[config.mk]
export PLATFORM = sky130hd
export DESIGN_NAME = rd_axi_burst_master
export DESIGN_NICKNAME = d
export VERILOG_FILES = /design/src/rtl/rd_path_pkg.sv /design/src/rtl/rd_burst_split.sv /design/src/rtl/rd_axi_burst_master.sv
export SDC_FILE = /design/constraint.sdc
export NUM_CORES = 1
export LEC_CHECK = 0
export BUFFER_PORTS_ARGS = -buffer_cell sky130_fd_sc_hd__buf_2
export CAP_MARGIN = 20
export CORE_AREA = 2 2 234 236
export CTS_BUF_LIST = sky130_fd_sc_hd__clkbuf_16
export DETAILED_ROUTE_END_ITERATION = 6
export DIE_AREA = 0 0 236 238
export PLACE_DENSITY = 0.49
export SLEW_MARGIN = 20
export SYNTH_ARGS = -nofsm -noshare
export SYNTH_HDL_FRONTEND = slang
export SYNTH_SLANG_ARGS = --single-unit
[constraint.sdc]
create_clock -name ddr_clk -period 7.7 [get_ports ddr_clk]
set_clock_uncertainty 0.1 [all_clocks]
set_input_delay 1.155 -clock ddr_clk [delete_from_list [all_inputs] [get_ports ddr_clk]]
set_output_delay 1.155 -clock ddr_clk [all_outputs]
set_load 0.05 [all_outputs]
[src/rtl/rd_path_pkg.sv]
// Shared definitions for the DDR frame read path: FSM state encoding and AXI/address constants.
package rd_path_pkg;

    typedef enum logic [2:0] {
        IDLE  = 3'd0,
        LATCH = 3'd1,
        AR    = 3'd2,
        RDAT  = 3'd3,
        DONE  = 3'd4
    } rd_state_t;

    localparam int         BEAT_ADDR_STEP = 8;
    localparam logic [1:0] AXI_RESP_OKAY  = 2'b00;

endpackage

[src/rtl/rd_burst_split.sv]
// Splits a line into AXI INCR bursts: tracks remaining beats, next burst address and beats left in the
// current burst, and presents araddr/arlen for the burst about to be requested.
module rd_burst_split
    import rd_path_pkg::*;
#(
    parameter int ADDR_WIDTH = 27,
    parameter int LEN_WIDTH  = 16,
    parameter int MAX_BURST  = 16
) (
    input  logic                  clk,
    input  logic                  srst,
    input  logic                  load,
    input  logic [ADDR_WIDTH-1:0] load_addr,
    input  logic [LEN_WIDTH-1:0]  load_len,
    input  logic                  ar_fire,
    input  logic                  beat,
    output logic [ADDR_WIDTH-1:0] araddr,
    output logic [7:0]            arlen,
    output logic                  remain_last,
    output logic                  burst_last
);

    localparam logic [LEN_WIDTH-1:0] MAX_LEN = LEN_WIDTH'(MAX_BURST);

    logic [ADDR_WIDTH-1:0] addr_reg;
    logic [LEN_WIDTH-1:0]  remain_reg;
    logic [8:0]            burst_left_reg;
    logic [LEN_WIDTH-1:0]  size;
    logic [ADDR_WIDTH-1:0] step;

    assign size = (remain_reg > MAX_LEN) ? MAX_LEN : remain_reg;
    assign step = ADDR_WIDTH'(size) * ADDR_WIDTH'(BEAT_ADDR_STEP);

    // arlen is forced to 0 when nothing remains so the idle/reset value of the port is 0
    assign arlen       = (size == '0) ? 8'd0 : 8'(size - LEN_WIDTH'(1));
    assign araddr      = addr_reg;
    assign remain_last = (remain_reg == LEN_WIDTH'(1));
    assign burst_last  = (burst_left_reg == 9'd1);

    always_ff @(posedge clk) begin
        if (srst) begin
            addr_reg       <= '0;
            remain_reg     <= '0;
            burst_left_reg <= '0;
        end else if (load) begin
            addr_reg       <= load_addr;
            remain_reg     <= load_len;
            burst_left_reg <= '0;
        end else begin
            if (ar_fire) begin
                addr_reg       <= addr_reg + step;
                burst_left_reg <= 9'(size);
            end
            if (beat && (burst_left_reg != 9'd0)) begin
                remain_reg     <= remain_reg - LEN_WIDTH'(1);
                burst_left_reg <= burst_left_reg - 9'd1;
            end
        end
    end

endmodule

[src/rtl/rd_axi_burst_master.sv]
// DDR read burst engine: one line request -> AXI4 INCR read bursts (one outstanding) -> beats to line buffer.
// Optional response checker enabled by defining RD_RESP_CHK_EN (drives sticky rd_err).
module rd_axi_burst_master
    import rd_path_pkg::*;
#(
    parameter int ADDR_WIDTH = 27,
    parameter int LEN_WIDTH  = 16,
    parameter int DQ_WIDTH   = 32,
    parameter int MAX_BURST  = 16,
    parameter int AXI_ID     = 0
) (
    input  logic                    ddr_clk,
    input  logic                    ddr_rst,
    input  logic                    ddr_rreq,
    input  logic [ADDR_WIDTH-1:0]   ddr_raddr,
    input  logic [LEN_WIDTH-1:0]    ddr_rd_len,
    output logic                    ddr_rrdy,
    output logic                    ddr_rdone,
    output logic [8*DQ_WIDTH-1:0]   ddr_rdata,
    output logic                    ddr_rdata_en,
    output logic [3:0]              axi_arid,
    output logic [ADDR_WIDTH-1:0]   axi_araddr,
    output logic [7:0]              axi_arlen,
    output logic                    axi_arvalid,
    input  logic                    axi_arready,
    input  logic [8*DQ_WIDTH-1:0]   axi_rdata,
    input  logic [1:0]              axi_rresp,
    input  logic                    axi_rlast,
    input  logic                    axi_rvalid,
    output logic                    axi_rready,
    output logic                    rd_err
);

    rd_state_t             state_reg;
    logic                  rrdy_reg;
    logic                  rdone_reg;
    logic                  arvalid_reg;
    logic                  rready_reg;
    logic                  rdata_en_reg;
    logic [8*DQ_WIDTH-1:0] rdata_reg;
    logic                  beat;
    logic                  ar_fire;
    logic                  remain_last;
    logic                  burst_last;

    assign beat    = axi_rvalid && rready_reg;
    assign ar_fire = arvalid_reg && axi_arready;

    rd_burst_split #(
        .ADDR_WIDTH (ADDR_WIDTH),
        .LEN_WIDTH  (LEN_WIDTH),
        .MAX_BURST  (MAX_BURST)
    ) u_split (
        .clk         (ddr_clk),
        .srst        (ddr_rst),
        .load        (state_reg == LATCH),
        .load_addr   (ddr_raddr),
        .load_len    (ddr_rd_len),
        .ar_fire     (ar_fire),
        .beat        (beat),
        .araddr      (axi_araddr),
        .arlen       (axi_arlen),
        .remain_last (remain_last),
        .burst_last  (burst_last)
    );

    // Burst end is decided by the beat count, never by axi_rlast
    always_ff @(posedge ddr_clk) begin
        if (ddr_rst) begin
            state_reg   <= IDLE;
            rrdy_reg    <= 1'b0;
            rdone_reg   <= 1'b0;
            arvalid_reg <= 1'b0;
            rready_reg  <= 1'b0;
        end else begin
            rrdy_reg  <= 1'b0;
            rdone_reg <= 1'b0;
            case (state_reg)
                IDLE: begin
                    // rdone_reg high means the previous line just finished; its request may still be up
                    if (ddr_rreq && !rdone_reg) begin
                        state_reg <= LATCH;
                        rrdy_reg  <= 1'b1;
                    end
                end
                LATCH: begin
                    if (ddr_rd_len == '0) begin
                        state_reg <= DONE;
                    end else begin
                        state_reg   <= AR;
                        arvalid_reg <= 1'b1;
                    end
                end
                AR: begin
                    if (axi_arready) begin
                        arvalid_reg <= 1'b0;
                        rready_reg  <= 1'b1;
                        state_reg   <= RDAT;
                    end
                end
                RDAT: begin
                    if (beat && burst_last) begin
                        rready_reg <= 1'b0;
                        if (remain_last) begin
                            state_reg <= DONE;
                        end else begin
                            state_reg   <= AR;
                            arvalid_reg <= 1'b1;
                        end
                    end
                end
                DONE: begin
                    rdone_reg <= 1'b1;
                    state_reg <= IDLE;
                end
                default: state_reg <= IDLE;
            endcase
        end
    end

    always_ff @(posedge ddr_clk) begin
        if (ddr_rst) begin
            rdata_reg    <= '0;
            rdata_en_reg <= 1'b0;
        end else begin
            rdata_en_reg <= beat;
            if (beat) begin
                rdata_reg <= axi_rdata;
            end
        end
    end

`ifdef RD_RESP_CHK_EN
    logic err_reg;

    always_ff @(posedge ddr_clk) begin
        if (ddr_rst) begin
            err_reg <= 1'b0;
        end else if (beat && ((axi_rresp != AXI_RESP_OKAY) || (axi_rlast != burst_last))) begin
            err_reg <= 1'b1;
        end
    end

    assign rd_err = err_reg;
`else
    logic unused_chk;
    assign unused_chk = ^{axi_rresp, axi_rlast};
    assign rd_err     = 1'b0;
`endif

    assign ddr_rrdy     = rrdy_reg;
    assign ddr_rdone    = rdone_reg;
    assign ddr_rdata    = rdata_reg;
    assign ddr_rdata_en = rdata_en_reg;
    assign axi_arid     = 4'(AXI_ID);
    assign axi_arvalid  = arvalid_reg;
    assign axi_rready   = rready_reg;

endmodule

==> metrics.csv <==
stage;metric;value;unit
status;status;finished, final reports clean;
synthesis;Warnings, synthesis;0;
layout;Fillers;5883;
timing;Max Slew Vio Count;0;
timing;hold violation count in the final report;0;
critical_path;buffers and inverters on the worst path;1;
synthesis;post-synthesis mux area share;0;%
cts;Bufs on Longest Clock Path;3;
critical_path;CP max stage delay;0.64;ns
timing;Period minus WS final;4.86;ns
layout;Non-Filler Instances;2874;
cts;clk slew on worst S/H paths;0.06;ns
routing;Via Count;12800;
global_routing;vias in the first global route;12500;
timing;f_max;206;MHz
layout;most common cell after layout, fill and taps aside;buf_2;
critical_path;worst r2r dst;u_split.araddr[23]$_SDFFE_PP0P_;
floorplanning;initial core utilization;23.3;%
critical_path;critical path class;flop to output port;
layout;commonest cells after routing, fill and taps aside;597 x buf_2, 558 x nand2_1, 316 x dfxtp_1, 295 x a21oi_1, 47 x nor2_1;
cts;CTS H-tree depth;2;
synthesis;largest family of logic cells by synthesized area;simple AND/OR/NAND/NOR gates;
cts;CTS tree;done;
placement;placed cell count;2799;
critical_path;CP arrival;3.61;ns
critical_path;Worst setup startpoint;u_split.remain_reg[5]$_SDFFE_PP0P_;
critical_path;CP max stage cell;or4b_1;
run;Max Cap Violations;0;
min_path;Hold WC Path Type;flop to flop;
layout;Area growth syn-to-layout;38.3;%
cts;CTS Sinks;316;
critical_path;type of origin of the critical path;flop;
floorplanning;chip width;236;um
critical_path;Worst Setup EP;axi_arlen[3];
cts;clock latency at the later pin of the worst-skew pair;0.55;ns
placement;GPL Wtd Cong;0.843;
routing;WL final;45.7;mm
synthesis;Post-synth ARST share;0;%
global_routing;first-pass GRT wire length;69.4;mm
global_routing;largest net degree at the start of global routing;118;
synthesis;XOR/XNOR Fraction of Synth Area;2.32;%
routing;DRC Markers;0;
timing;Worst-Margin Slew;1.05;ns
routing;WL met3;3.53;mm
routing;DR WL/cell;15.9;um
critical_path;reg2reg setup slack;3.10;ns
floorplanning;Die Footprint;56200;um2
floorplanning;Die Height;238;um
timing;Slew headroom;29.8;%
synthesis;EDFF count, synth;0;
synthesis;count of state elements after synthesis;316;
routing;wire length on met1;18.3;mm
layout;layout cells sized above 1;30.9;%
cts;total CTS buffers;39;
timing;fin crit share;63.2;%
cts;Post-CTS Setup Bufs;0;
synthesis;post-synth cell types;58;
synthesis;area leader, netlist;dfxtp_1;
placement;Port Buf Inserts;598;
critical_path;depth of the most critical reg-to-reg path;13;
floorplanning;core area;53500;um2
critical_path;CP delay by family, top;simple AND/OR/NAND/NOR gates;
synthesis;synthesized area;12400;um2
cts;Resize count post-CTS;0;
layout;multi-input logic area;5660;um2
global_routing;GRT Total Usage;15.4;%
timing;post-route setup TNS;0;ns
synthesis;post-synthesis adder-cell area fraction;2.07;%
routing;vias per cell;4.45;
pwr;combinational cell fraction of total power;24.0;%
critical_path;FF-to-FF Start;u_split.remain_reg[5]$_SDFFE_PP0P_;
pwr;Sw Ratio;34.8;%
synthesis;Synth Instances;1597;
pwr;maximum vdd drop;0.000148;V
pwr;Flop pwr share;39.0;%
layout;NumNets Final;2471;
synthesis;Synth area leaders;dfxtp_1 51%, nand2_1 17%, a21oi_1 12%;
synthesis;area share of the largest cell type after synthesis;50.8;%
synthesis;simple-gate share of the synthesized area;22.8;%
floorplanning;# IOs;608;
layout;storage element area;6330;um2
routing;drt pass-1 iters;5;
global_routing;global route total overflow;0;
routing;top layer in use;met5;
critical_path;Crit. End Element;output port;
timing;setup violators final;0;
cts;hold buffers post-CTS;0;
critical_path;critical path fanouts, max;6;
pwr;Lkg Pwr;7.50;nW
global_routing;antenna violations before repair;7;
cts;root buf cell;clkbuf_16;
routing;First DRT Iteration DRCs;625;
synthesis;Syn Area/Cell;7.79;um2
layout;number of flip-flops in the largest register;256;
critical_path;Worst EP required;6.44;ns
synthesis;Seq/Total Area, Yosys;50.8;%
timing;RSZ-0062 raised after global routing;false;
pwr;Clock Power Share;37.0;%
pwr;pwr dens;274;nW/um2
synthesis;Synth Area in Compound Gates;17.8;%
critical_path;Levels on crit path;8;
routing;met2 WL;22.6;mm
floorplanning;Rows;85;
pwr;Internal Power;3.08;mW
placement;post-DP HPWL;32.8;mm
min_path;hold path depth;2;
pwr;Psw;1.64;mW
synthesis;ys flop type;dfxtp_1;
routing;ANT nets after route;0;
critical_path;cells along the critical path;or4_4 > or4b_1 > a211oi_4 > nand2_2 > ha_1 > and2_1 > a21oi_1 > buf_2;
logic make-up (layout without fill, tap and decap cells):
| logic type | after synthesis | after routing |
|---|---|---|
| compound gates | 401 | 401 |
| xor+xnor | 33 | 33 |
| fa+ha+maj | 20 | 20 |
| buf+inv | 131 | 694 |
| flops | 316 | 316 |
| other cells | 1 | 19 |
| simple gates | 695 | 695 |
per-stage QoR:
stage	area (um2)	setup slack [ns]	total power [mW]	util [%]	hold WS [ns]
5_1_grt	17200	2.66	4.95	32.2	0.367
3_3_place_gp	16000	3.10	2.99	29.9	0.339
3_5_place_dp	16000	3.11	3.00	29.9	0.343
6_report	17200	2.84	4.72	32.2	0.349
2_1_floorplan	12500	3.22	2.67	-	0.332
4_1_cts	17200	2.83	4.78	32.2	0.351
worst min-delay path, delay by kind of cell (launching register included):
| kind | cells | cell delay (ns) |
|---|---|---|
| DFF | 1 | 0.30 |
| and+or+nand+nor | 1 | 0.05 |
| AOI/OAI and AO/OA | 1 | 0.05 |
layout make-up:
type | count | share of cell area, %
diodes | 5 | 0.0727
clock buffers | 40 | 5.82
clock inverters | 30 | 1.13
inverters | 14 | 0.305
multi-input cells | 1163 | 32.9
flip-flops and latches | 316 | 36.8
well taps | 696 | 5.06
repair buffers | 610 | 18.0
Yosys cell counts (all sizes together), types with 2 or more instances:
| cell | number |
|---|---|
| a211o | 2 |
| a211oi | 21 |
| a21o | 5 |
| a21oi | 295 |
| a221oi | 2 |
| a22oi | 3 |
| a311oi | 2 |
| a31oi | 10 |
| and2 | 4 |
| and3 | 6 |
| buf | 10 |
| clkbuf | 107 |
| dfxtp | 316 |
| ha | 19 |
| inv | 13 |
| nand2 | 561 |
| nand2b | 4 |
| nand3 | 12 |
| nand3b | 4 |
| nand4 | 5 |
| nor2 | 47 |
| nor2b | 7 |
| nor3 | 17 |
| nor3b | 4 |
| nor4 | 8 |
| nor4b | 3 |
| o211ai | 7 |
| o21a | 2 |
| o21ai | 35 |
| o21bai | 2 |
| o31a | 2 |
| o31ai | 5 |
| or2 | 2 |
| or3 | 5 |
| xnor2 | 19 |
| xor2 | 14 |
how the worst min path moves through the flow:
stage	start	endpoint	slack (ns)
6_report	ddr_rdata[8]$_SDFFE_PP0P_	ddr_rdata[8]$_SDFFE_PP0P_	0.35
5_1_grt	ddr_rdata[68]$_SDFFE_PP0P_	ddr_rdata[68]$_SDFFE_PP0P_	0.37
4_1_cts	ddr_rdata[8]$_SDFFE_PP0P_	ddr_rdata[8]$_SDFFE_PP0P_	0.35
3_5_place_dp	ddr_rdata[8]$_SDFFE_PP0P_	ddr_rdata[8]$_SDFFE_PP0P_	0.34
3_3_place_gp	ddr_rdata[97]$_SDFFE_PP0P_	ddr_rdata[97]$_SDFFE_PP0P_	0.34
2_1_floorplan	u_split.burst_left_reg[8]$_SDFFE_PP0P_	u_split.burst_left_reg[8]$_SDFFE_PP0P_	0.33
per-layer routing:
metal / vias to the layer above / GRT usage [%]
li1: 6388 / -
met1: 5910 / 17.9
met2: 415 / 26.5
met3: 84 / 4.67
met4: 4 / 5.87
met5: - / 0
power by group through the flow:
stage	combinational [mW]	sequential [mW]	clock (mW)
3_3_place_gp	1.13	1.87	0
4_1_cts	1.14	1.84	1.81
2_1_floorplan	0.534	2.14	0
3_5_place_dp	1.13	1.87	0
5_1_grt	1.23	1.85	1.88
6_report	1.13	1.84	1.74
(Power assumes the default switching activity.)
